`config.mk`:
```
export PLATFORM = sky130hd
export DESIGN_NAME = phy_tx_seq_flat
export DESIGN_NICKNAME = d
export VERILOG_FILES = /design/src/rtl/phy_tx_pkg.sv /design/src/rtl/phy_tx_seq_if.sv /design/src/rtl/phy_tx_skp_timer.sv /design/src/rtl/phy_tx_seq.sv /design/src/flat_wrapper.sv
export SDC_FILE = /design/constraint.sdc
export NUM_CORES = 1
export LEC_CHECK = 0
export CORE_ASPECT_RATIO = 1.4
export CORE_MARGIN = 2
export CORE_UTILIZATION = 40
export CTS_CLUSTER_SIZE = 30
export DETAILED_ROUTE_END_ITERATION = 10
export PLACE_DENSITY = 0.65
export SETUP_SLACK_MARGIN = 0.5
export SLEW_MARGIN = 20
export SYNTH_ARGS = -nofsm -noshare
export SYNTH_HDL_FRONTEND = slang
export SYNTH_SLANG_ARGS = --single-unit
```
`constraint.sdc`:
```
create_clock -name clk -period 1.4 [get_ports clk]
set_input_delay 0.42 -clock clk [delete_from_list [all_inputs] [get_ports clk]]
set_output_delay 0.42 -clock clk [all_outputs]
set_load 0.005 [all_outputs]
```
`src/rtl/phy_tx_pkg.sv`:
```
// phy_tx_pkg: symbol constants, SKP set length and sequencer state encoding
// shared by the phy_tx_seq sources.
package phy_tx_pkg;

   localparam logic [7:0] K28_5 = 8'hBC;  // COM
   localparam logic [7:0] K28_1 = 8'h3C;  // SKP symbol
   localparam logic [7:0] D0_0  = 8'h00;  // logical idle / filler

   localparam int SKP_LEN = 2;

   typedef enum logic [2:0] {
      ST_OFF,
      ST_INIT,
      ST_IDLE,
      ST_PKT,
      ST_SKP
   } state_t;

endpackage

```
`src/rtl/phy_tx_seq_if.sv`:
```
// phy_tx_seq_if: upstream symbol handshake plus the phy_tx_top drive bundle.
// Build option PHY_TX_SEQ_STATS_EN adds skp_count / skp_defer_max.
//
// Handshake: an upstream symbol transfers on a rising clk edge where
// up_valid and up_ready are both 1. up_ready depends only on sequencer state
// and never waits for up_valid; up_last is meaningful only with up_valid.
interface phy_tx_seq_if
`ifdef PHY_TX_SEQ_STATS_EN
   #(parameter int CNT_W = 10)
`endif
   ;
   import phy_tx_pkg::*;

   logic       tx_en;
   logic [7:0] up_data;
   logic       up_is_k;
   logic       up_valid;
   logic       up_last;
   logic       up_ready;
   logic [7:0] tx_data;
   logic       tx_valid;
   logic       tx_is_k;
   logic       tx_com;
   logic       skp_active;
   state_t     dbg_state;

`ifdef PHY_TX_SEQ_STATS_EN
   logic [15:0]      skp_count;
   logic [CNT_W-1:0] skp_defer_max;

   modport master (
      output tx_en, up_data, up_is_k, up_valid, up_last,
      input  up_ready, tx_data, tx_valid, tx_is_k, tx_com, skp_active,
      input  dbg_state, skp_count, skp_defer_max
   );
   modport slave (
      input  tx_en, up_data, up_is_k, up_valid, up_last,
      output up_ready, tx_data, tx_valid, tx_is_k, tx_com, skp_active,
      output dbg_state, skp_count, skp_defer_max
   );
`else
   modport master (
      output tx_en, up_data, up_is_k, up_valid, up_last,
      input  up_ready, tx_data, tx_valid, tx_is_k, tx_com, skp_active,
      input  dbg_state
   );
   modport slave (
      input  tx_en, up_data, up_is_k, up_valid, up_last,
      output up_ready, tx_data, tx_valid, tx_is_k, tx_com, skp_active,
      output dbg_state
   );
`endif

endinterface

```
`src/rtl/phy_tx_skp_timer.sv`:
```
// phy_tx_skp_timer: symbol interval counter and the single-entry SKP request
// flag. The counter wraps instead of reaching SKP_INTERVAL-1, so one request
// is raised per SKP_INTERVAL emitted non-SKP symbols.
module phy_tx_skp_timer #(
   parameter int SKP_INTERVAL = 354,
   parameter int CNT_W        = 10
) (
   input  logic clk,
   input  logic rst,
   input  logic tick,
   input  logic clear,
   input  logic take,
   output logic pending
);

   localparam logic [CNT_W-1:0] WRAP_AT = CNT_W'(SKP_INTERVAL - 2);

   logic [CNT_W-1:0] cnt;

   // Count emitted symbols; raise (never stack) a request on wrap. A wrap that
   // lands on the take cycle is absorbed by the SKP set being taken.
   always_ff @(posedge clk) begin
      if (rst || clear) begin
         cnt     <= '0;
         pending <= 1'b0;
      end else begin
         if (tick) begin
            if (cnt == WRAP_AT) begin
               cnt     <= '0;
               pending <= 1'b1;
            end else begin
               cnt <= cnt + 1'b1;
            end
         end
         if (take) begin
            pending <= 1'b0;
         end
      end
   end

endmodule

```
`src/rtl/phy_tx_seq.sv`:
```
// phy_tx_seq: symbol sequencer placed ahead of phy_tx_top. Emits a COM burst
// after enable, then upstream symbols or logical idle, with SKP sets inserted
// at packet boundaries. tx_* drive phy_tx_top data_in/data_valid/is_control/com.
// Build option PHY_TX_SEQ_STATS_EN adds SKP statistics outputs.
module phy_tx_seq
   import phy_tx_pkg::*;
#(
   parameter int SKP_INTERVAL = 354,
   parameter int INIT_COM_CNT = 4,
   parameter int CNT_W        = 10
) (
   input logic         clk,
   input logic         rst,
   phy_tx_seq_if.slave bus
);

   state_t     state;
   logic [3:0] init_cnt;
   logic [1:0] skp_idx;
   logic       pending;
   logic       tick;
   logic       clear;
   logic       take;

   // Every INIT/IDLE/PKT cycle puts one counted symbol on the line; the
   // counter sits at zero while off and while a SKP set is on the line.
   assign tick  = (state == ST_INIT) || (state == ST_IDLE) || (state == ST_PKT);
   assign clear = !bus.tx_en || (state == ST_OFF) || (state == ST_SKP);
   assign take  = (state == ST_IDLE) && pending && bus.tx_en;

   assign bus.up_ready  = (state == ST_PKT) || ((state == ST_IDLE) && !pending);
   assign bus.dbg_state = state;

   phy_tx_skp_timer #(
      .SKP_INTERVAL (SKP_INTERVAL),
      .CNT_W        (CNT_W)
   ) u_timer (
      .clk     (clk),
      .rst     (rst),
      .tick    (tick),
      .clear   (clear),
      .take    (take),
      .pending (pending)
   );

   // Sequencer FSM; tx_* are registered alongside the state that shows them.
   always_ff @(posedge clk) begin
      if (rst || !bus.tx_en) begin
         state          <= ST_OFF;
         init_cnt       <= '0;
         skp_idx        <= '0;
         bus.tx_data    <= D0_0;
         bus.tx_valid   <= 1'b0;
         bus.tx_is_k    <= 1'b0;
         bus.tx_com     <= 1'b0;
         bus.skp_active <= 1'b0;
      end else begin
         bus.tx_data    <= D0_0;
         bus.tx_valid   <= 1'b1;
         bus.tx_is_k    <= 1'b0;
         bus.tx_com     <= 1'b1;
         bus.skp_active <= 1'b0;
         case (state)
            ST_OFF: begin
               state       <= ST_INIT;
               init_cnt    <= '0;
               bus.tx_data <= K28_5;
               bus.tx_is_k <= 1'b1;
            end
            ST_INIT: begin
               if (init_cnt == 4'(INIT_COM_CNT - 1)) begin
                  state <= ST_IDLE;
               end else begin
                  init_cnt    <= init_cnt + 4'd1;
                  bus.tx_data <= K28_5;
                  bus.tx_is_k <= 1'b1;
               end
            end
            ST_IDLE: begin
               if (pending) begin
                  state          <= ST_SKP;
                  skp_idx        <= '0;
                  bus.tx_data    <= K28_1;
                  bus.tx_is_k    <= 1'b1;
                  bus.tx_com     <= 1'b0;
                  bus.skp_active <= 1'b1;
               end else if (bus.up_valid) begin
                  bus.tx_data <= bus.up_data;
                  bus.tx_is_k <= bus.up_is_k;
                  if (!bus.up_last) state <= ST_PKT;
               end
            end
            ST_PKT: begin
               if (bus.up_valid) begin
                  bus.tx_data <= bus.up_data;
                  bus.tx_is_k <= bus.up_is_k;
                  if (bus.up_last) state <= ST_IDLE;
               end
            end
            ST_SKP: begin
               if (skp_idx == 2'(SKP_LEN - 1)) begin
                  state <= ST_IDLE;
               end else begin
                  skp_idx        <= skp_idx + 2'd1;
                  bus.tx_data    <= K28_1;
                  bus.tx_is_k    <= 1'b1;
                  bus.tx_com     <= 1'b0;
                  bus.skp_active <= 1'b1;
               end
            end
            default: state <= ST_OFF;
         endcase
      end
   end

`ifdef PHY_TX_SEQ_STATS_EN
   logic [CNT_W-1:0] defer_run;
   logic [CNT_W-1:0] defer_len;

   // Wait length including the current cycle, saturating at all-ones.
   assign defer_len = (defer_run == '1) ? defer_run : defer_run + 1'b1;

   // Count SKP entries and keep the longest request-to-entry wait.
   always_ff @(posedge clk) begin
      if (rst) begin
         bus.skp_count     <= '0;
         bus.skp_defer_max <= '0;
         defer_run         <= '0;
      end else if (take) begin
         if (bus.skp_count != 16'hFFFF) bus.skp_count <= bus.skp_count + 16'd1;
         if (defer_len > bus.skp_defer_max) bus.skp_defer_max <= defer_len;
         defer_run <= '0;
      end else if (pending) begin
         defer_run <= defer_len;
      end else begin
         defer_run <= '0;
      end
   end
`endif

endmodule

```
`src/flat_wrapper.sv`:
```
// flat-port wrapper written by rule: the top's interface ports become plain ports
module phy_tx_seq_flat import phy_tx_pkg::*;
#(
   parameter int SKP_INTERVAL = 354,
   parameter int INIT_COM_CNT = 4,
   parameter int CNT_W        = 10
)
  (clk, rst, bus_tx_en, bus_up_data, bus_up_is_k, bus_up_valid, bus_up_last, bus_up_ready, bus_tx_data, bus_tx_valid, bus_tx_is_k, bus_tx_com, bus_skp_active, bus_dbg_state);
  phy_tx_seq_if bus_i ();
  input logic clk;
  input logic rst;
  input wire logic [$bits(bus_i.tx_en)-1:0] bus_tx_en;
  input wire logic [$bits(bus_i.up_data)-1:0] bus_up_data;
  input wire logic [$bits(bus_i.up_is_k)-1:0] bus_up_is_k;
  input wire logic [$bits(bus_i.up_valid)-1:0] bus_up_valid;
  input wire logic [$bits(bus_i.up_last)-1:0] bus_up_last;
  output wire logic [$bits(bus_i.up_ready)-1:0] bus_up_ready;
  output wire logic [$bits(bus_i.tx_data)-1:0] bus_tx_data;
  output wire logic [$bits(bus_i.tx_valid)-1:0] bus_tx_valid;
  output wire logic [$bits(bus_i.tx_is_k)-1:0] bus_tx_is_k;
  output wire logic [$bits(bus_i.tx_com)-1:0] bus_tx_com;
  output wire logic [$bits(bus_i.skp_active)-1:0] bus_skp_active;
  output wire logic [$bits(bus_i.dbg_state)-1:0] bus_dbg_state;
  assign bus_i.tx_en = bus_tx_en;
  assign bus_i.up_data = bus_up_data;
  assign bus_i.up_is_k = bus_up_is_k;
  assign bus_i.up_valid = bus_up_valid;
  assign bus_i.up_last = bus_up_last;
  assign bus_up_ready = bus_i.up_ready;
  assign bus_tx_data = bus_i.tx_data;
  assign bus_tx_valid = bus_i.tx_valid;
  assign bus_tx_is_k = bus_i.tx_is_k;
  assign bus_tx_com = bus_i.tx_com;
  assign bus_skp_active = bus_i.skp_active;
  assign bus_dbg_state = bus_i.dbg_state;
  phy_tx_seq #(.SKP_INTERVAL(SKP_INTERVAL), .INIT_COM_CNT(INIT_COM_CNT), .CNT_W(CNT_W)) u_core (.clk(clk), .rst(rst), .bus(bus_i));
endmodule
```
==> results of run 1 <==
[flip-flops by register name (all words and copies together) (netlist names)]
name,cells
u_core.bus.tx_data,8
u_core.bus.tx_com,1
u_core.u_timer.pending,1
u_core.u_timer.cnt,10
u_core.bus.tx_valid,1
u_core.bus.skp_active,1
u_core.init_cnt,4
u_core.bus.tx_is_k,1
u_core.skp_idx,2
u_core.bus.dbg_state,3
[metal layers]
metal / GRT usage (%) / share of wire (%)
met2: 46.2 / 56
met1: 22.8 / 37
met3: 6.35 / 4.6
met4: 10.8 / 2.3
met5: 0 / 0
[through the flow]
step	setup WS [ps]	cells
after CTS	-198	264
after global placement	-240	234
after detailed placement	-318	234
after global routing	-263	271
after floorplan	126	155
final	-232	271
[power breakdown]
part / internal (mW) / switching [mW] / total, mW / leakage (nW)
clock network: 0.348 / 0.336 / 0.684 / 0.0422
logic: 0.177 / 0.126 / 0.303 / 0.717
registers: 0.927 / 0.0103 / 0.937 / 0.267
total: 1.45 / 0.472 / 1.92 / 1.03
[final timing paths]
kind,to,cells past startpoint
setup reg to reg,u_core.skp_idx[1],7
setup / recovery,bus_up_ready,4
hold reg to reg,u_core.init_cnt[3],2
hold / removal,u_core.init_cnt[3],2
[cell usage after synthesis (all sizes together), types with 2 or more instances]
cell,instances
nor3,5
ha,4
nor4b,3
a211oi,2
buf,4
nor2,25
inv,7
nor4,2
nand2b,2
and2,8
xnor2,7
xor2,4
o21ai,7
nor2b,2
a221oi,2
nand4,6
dfxtp,32
a21boi,2
nand2,5
nand3,2
a21oi,10
[cell type report]
class	instances	area, sq um	share of cell area (%)
flip-flops and latches	32	664	25.5
clock inverters	1	5.00	0.192
multi-input cells	112	1060	40.5
repair buffers	72	727	27.9
well taps	40	50.0	1.92
inverters	7	30.0	1.15
clock buffers	7	76.3	2.93
[cell families (layout without fill, tap and decap cells)]
group	after synthesis	after routing	share of synthesized area, %
AOI/OAI and AO/OA	30	30	14.3
xor gates and xnor gates	11	11	6.74
adders and majority gates	4	4	3.50
buffers and inverters	11	87	3.85
DFF	32	32	44.8
muxes	1	1	0.700
and+or+nand+nor	66	66	26.2
[worst max-delay path, stage by stage, from the launching register on]
cell      delay (ps)
dfxtp_4          360
buf_6            110
and2b_2          190
a21boi_4         140
buf_2            130
[timing repair]
action | in CTS | in global routing
setup endpoints to repair | 48 | 47
setup buffers | 20 | 7
resized for setup | 158 | 21
cloned | 2 | 0
pin swaps | 25 | 14
==> impl_metrics.sql, run 1 <==
INSERT INTO impl_metrics (metric_group, metric, value, unit) VALUES
('synthesis', 'synthesis.area_per_instance', '9.23', 'sq um'),
('floorplanning', 'num_rows', '25', ''),
('global_route', 'overflow', '0', ''),
('worst_setup_path', 'regToRegSetupSlack', '-190', 'ps'),
('floorplanning', 'die_outline_width', '54.5', 'microns'),
('place', 'routabilityCongestion', '0.746', ''),
('global_route', 'grt_pass1_wl', '6.91', 'mm'),
('route', 'viasPerCell', '5.45', ''),
('flow_run', 'cap_viol_max_count', '0', ''),
('worst_hold_path', 'worstHoldStart', 'u_core.init_cnt[3]', ''),
('synthesis', 'dominantRegCellSynth', 'dfxtp_1', ''),
('clock_network', 'cts_hold_buf', '0', ''),
('clock_network', 'htree_levels', '2', ''),
('power_and_ir_drop', 'vdd_drop_max', '0.594', 'mV'),
('clock_network', 'cts_buffer_depth', '2', ''),
('sta', 'clock_skew', '2.52', 'ps'),
('synthesis', 'yosys-top-cells-area', 'dfxtp_1, nor2_1, xnor2_1', ''),
('global_route', 'grt_antenna_before_repair', '0', ''),
('layout', 'fillerInstances', '225', ''),
('synthesis', 'synth_sequential_area_ratio', '44.8', '%'),
('sta', 'hold_viol', '0', ''),
('layout', 'utilization', '76.5', '%'),
('route', 'firstDrtPassIters', '4', ''),
('route', 'number_of_nets_with_antenna_violations_after_detailed_routing', '0', ''),
('layout', 'layout.cells.most_common_list', 'buf_6, buf_4, dfxtp_1', ''),
('layout', 'mostFrequentLayoutCell', 'buf_6', ''),
('place', 'dpl-instance-area', '1930', 'sq um'),
('sta', 'slew_viol_final', '0', ''),
('clock_network', 'cts.sink_count', '32', ''),
('sta', 'slew-limit-headroom', '77.9', '%'),
('place', 'numPortBuffers', '29', ''),
('clock_network', 'cts-buffers-inserted', '5', ''),
('worst_setup_path', 'critical_path.max_fanout', '2', ''),
('sta', 'post-route-worst-setup-slack', '-232', 'ps'),
('synthesis', 'synth.ff_latch_count', '32', ''),
('synthesis', 'synth_fp_nets', '173', ''),
('route', 'wl_per_cell', '16.7', 'microns'),
('route', 'drt_iter0_markers', '46', ''),
('worst_hold_path', 'worstHoldPathType', 'reg -> reg', ''),
('run_status', 'run_status', 'complete, but fails checks', ''),
('clock_network', 'path_clk_slew', '60', 'ps'),
('run_status', 'failing_checks', 'negative setup slack', ''),
('global_route', 'largest_net_degree_at_the_start_of_global_routing', '11', ''),
('route', 'totalWireLength', '4.53', 'mm'),
('sta', 'finalSetupViolations', '29', ''),
('sta', 'fmax', '0.613', 'GHz'),
('route', 'route.vias.total', '1478', ''),
('layout', 'syn_to_final_growth', '82.4', '%'),
('layout', 'diodes', '0', ''),
('power_and_ir_drop', 'finalPower', '1.92', 'mW'),
('clock_network', 'clock_insertion_delay_worst_skew', '290', 'ps'),
('clock_network', 'cts_tree', 'done', ''),
('power_and_ir_drop', 'static-leakage-power', '1.03', 'nW'),
('floorplanning', 'chipHeight', '74.8', 'microns'),
('sta', 'tightest_slew', '332', 'ps'),
('floorplanning', 'initial_utilization', '41.9', '%'),
('floorplanning', 'floorplan.die_area', '4080', 'sq um'),
('power_and_ir_drop', 'power.density', '738', 'nW/um^2'),
('layout', 'final_net_count', '248', ''),
('worst_setup_path', 'class_of_the_most_critical_setup_path', 'reg -> out', ''),
('floorplanning', 'io-pin-count', '30', ''),
('sta', 'hold_slack', '523', 'ps'),
('global_route', 'grt_pass1_vias', '1516', ''),
('worst_setup_path', 'worst-endpoint-arrival', '1210', 'ps'),
('worst_setup_path', 'crit_start', 'u_core.bus.dbg_state[1]', ''),
('synthesis', 'netlist.area_leader.share', '44.8', '%'),
('synthesis', 'synth_cells', '155', ''),
('sta', 'finalCritPeriodShare', '117', '%'),
('synthesis', 'yosys_warnings', '0', ''),
('sta', 'grt_setup_unrepaired', 'true', ''),
('route', 'drc_violations_left', '0', '');
No activity file was read; power rests on OpenSTA's default activity.
==> inputs of run 2 (changes only) <==
--- a/config.mk
+++ b/config.mk
@@ -5,12 +5,14 @@
 export SDC_FILE = /design/constraint.sdc
 export NUM_CORES = 1
 export LEC_CHECK = 0
+export CELL_PAD_IN_SITES_DETAIL_PLACEMENT = 1
+export CELL_PAD_IN_SITES_GLOBAL_PLACEMENT = 2
 export CORE_ASPECT_RATIO = 1.4
 export CORE_MARGIN = 2
-export CORE_UTILIZATION = 40
+export CORE_UTILIZATION = 30
 export CTS_CLUSTER_SIZE = 30
 export DETAILED_ROUTE_END_ITERATION = 10
-export PLACE_DENSITY = 0.65
+export PLACE_DENSITY_LB_ADDON = 0.1
 export SETUP_SLACK_MARGIN = 0.5
 export SLEW_MARGIN = 20
 export SYNTH_ARGS = -nofsm -noshare
==> impl_metrics.sql, run 2 (synthesis results as in run 1) <==
INSERT INTO impl_metrics (metric_group, metric, value, unit) VALUES
('place', 'place_ws', '-326', 'ps'),
('layout', 'post_layout_nonfiller_instances', '303', ''),
('clock_network', 'cts.sink_count', '32', ''),
('layout', 'diodes', '0', ''),
('global_route', 'grt_pass1_vias', '1653', ''),
('run_status', 'failing_checks', 'negative setup slack', ''),
('worst_setup_path', 'crit_chain', 'and2b_2, a21boi_4, buf_2', ''),
('layout', 'syn_to_final_growth', '87.0', '%'),
('layout', 'largest-register', 'u_core.u_timer.cnt', ''),
('floorplanning', 'num_rows', '29', ''),
('sta', 'slew-limit-headroom', '74.1', '%'),
('sta', 'hold_slack', '484', 'ps'),
('layout', 'final_net_count', '258', ''),
('layout', 'mostFrequentLayoutCell', 'buf_4', ''),
('route', 'drt_iter0_markers', '31', ''),
('place', 'routabilityCongestion', '0.747', ''),
('clock_network', 'cts_root_buf', 'clkbuf_8', ''),
('route', 'viasPerCell', '4.90', ''),
('flow_run', 'cap_viol_max_count', '0', ''),
('route', 'route.vias.total', '1485', ''),
('sta', 'tightest_slew', '386', 'ps'),
('worst_setup_path', 'critical_path.max_stage_delay', '350', 'ps'),
('power_and_ir_drop', 'vdd_drop_max', '0.507', 'mV'),
('route', 'wl_per_cell', '17.1', 'microns'),
('clock_network', 'cts_tree', 'done', ''),
('global_route', 'grt_pass1_wl', '8.07', 'mm'),
('route', 'totalWireLength', '5.18', 'mm'),
('worst_setup_path', 'worst-endpoint-arrival', '1150', 'ps'),
('worst_setup_path', 'slowest_stage', 'dfxtp_4', ''),
('worst_hold_path', 'worstHoldPathType', 'reg -> reg', ''),
('worst_setup_path', 'critPathRequiredTime', '980', 'ps'),
('layout', 'layout.cells.most_common_list', 'buf_4, buf_6, dfxtp_1', ''),
('sta', 'finalSetupViolations', '19', ''),
('sta', 'tns', '-1720', 'ps'),
('sta', 'finalCritPeriodShare', '112', '%'),
('floorplanning', 'initial_utilization', '31.3', '%'),
('floorplanning', 'chipHeight', '85.7', 'microns'),
('sta', 'slew_viol_final', '0', ''),
('run_status', 'run_status', 'complete, but fails checks', ''),
('global_route', 'track_usage', '19.7', '%'),
('layout', 'stdcell_area', '2670', 'sq um'),
('clock_network', 'cts-buffers-inserted', '5', ''),
('sta', 'post-route-worst-setup-slack', '-173', 'ps'),
('clock_network', 'htree_levels', '2', ''),
('clock_network', 'cts_buffer_depth', '2', ''),
('sta', 'fmax', '0.636', 'GHz'),
('power_and_ir_drop', 'finalPower', '1.98', 'mW'),
('worst_setup_path', 'kind_of_start_point_of_the_critical_path', 'flop', ''),
('floorplanning', 'die_outline_width', '62.4', 'microns'),
('sta', 'hold_viol', '0', ''),
('route', 'number_of_nets_with_antenna_violations_after_detailed_routing', '0', ''),
('route', 'firstDrtPassIters', '4', ''),
('floorplanning', 'core_ar', '4570', 'sq um'),
('floorplanning', 'io-pin-count', '30', ''),
('clock_network', 'clock_insertion_delay_worst_skew', '290', 'ps'),
('power_and_ir_drop', 'static-leakage-power', '1.02', 'nW'),
('worst_setup_path', 'worstSetupEndpointType', 'output port', ''),
('route', 'drc_violations_left', '0', ''),
('layout', 'top_regs', 'u_core.u_timer.cnt (10), u_core.bus.tx_data (8), u_core.init_cnt (4)', ''),
('place', 'numPortBuffers', '29', ''),
('global_route', 'grt_antenna_before_repair', '0', ''),
('layout', 'layout-drive-gt1-share', '61.4', '%'),
('global_route', 'overflow', '0', ''),
('sta', 'clock_skew', '10.0', 'ps'),
('place', 'dpl-instance-area', '2000', 'sq um'),
('worst_setup_path', 'class_of_the_most_critical_setup_path', 'reg -> out', ''),
('sta', 'grt_setup_unrepaired', 'true', ''),
('layout', 'utilization', '58.5', '%'),
('floorplanning', 'floorplan.die_area', '5340', 'sq um'),
('power_and_ir_drop', 'power.density', '742', 'nW/um^2'),
('place', 'dp_hpwl', '3.13', 'mm'),
('layout', 'flip_flop_count_of_the_largest_register_all_copies_and_words_added', '10', ''),
('place', 'placedCellCount', '262', ''),
('sta', 'minimum_period_implied_by_the_final_worst_setup_slack', '1570', 'ps'),
('global_route', 'largest_net_degree_at_the_start_of_global_routing', '12', ''),
('clock_network', 'path_clk_slew', '70', 'ps'),
('worst_setup_path', 'critical_path.max_fanout', '2', '');
-- run 2: cell count changes in the layout (fill, tap and decap cells not counted), sizes merged --
| cell | previous run | this run |
|---|---|---|
| clkinv | 1 | 0 |
| clkbuf | 7 | 8 |
| buf | 61 | 71 |
-- run 2: report_power, final --
group	switching, mW	total, mW	internal (mW)
registers	0.0124	0.939	0.926
logic	0.121	0.291	0.170
clock network	0.352	0.753	0.401
total	0.485	1.98	1.50
-- run 2: repair_timing --
item | in CTS | in global routing
cloned | 2 | 0
pin swaps | 16 | 6
buffers inserted | 25 | 6
hold buffers | 0 | 0
gates resized for setup | 132 | 37
endpoints found under the setup margin | 48 | 48
-- run 2: worst paths after layout --
check / end / slack (ps) / from / cells past startpoint
setup / recovery: bus_up_ready / -170 / u_core.bus.dbg_state[2] / 3
hold reg to reg: u_core.skp_idx[1] / 480 / u_core.skp_idx[1] / 2
hold / removal: u_core.skp_idx[1] / 480 / u_core.skp_idx[1] / 2
setup reg to reg: u_core.u_timer.cnt[8] / -140 / u_core.bus.dbg_state[2] / 7
-- run 2: critical path: cells and delay by family, from the launching register on --
family	cells	cell delay (ps)
AO/OA/AOI/OAI	1	170
flip-flops	1	350
buffers and inverters	1	130
AND/OR/NAND/NOR	1	220
-- run 2: layout make-up --
type / count / area (sq um)
clock buffers: 8 / 90.1
fillers: 521 / 1900
inverters: 7 / 30.0
multi-input cells: 112 / 1010
flip-flops and latches: 32 / 669
well taps: 62 / 77.6
repair buffers: 82 / 796
-- run 2: routing by layer --
metal / up-vias / track usage [%] / share of wire (%)
met5: - / 0 / 0
met4: 0 / 6.06 / 0.81
met3: 4 / 4.33 / 3.4
met2: 31 / 41.7 / 61
met1: 737 / 18.4 / 35
li1: 713 / - / -
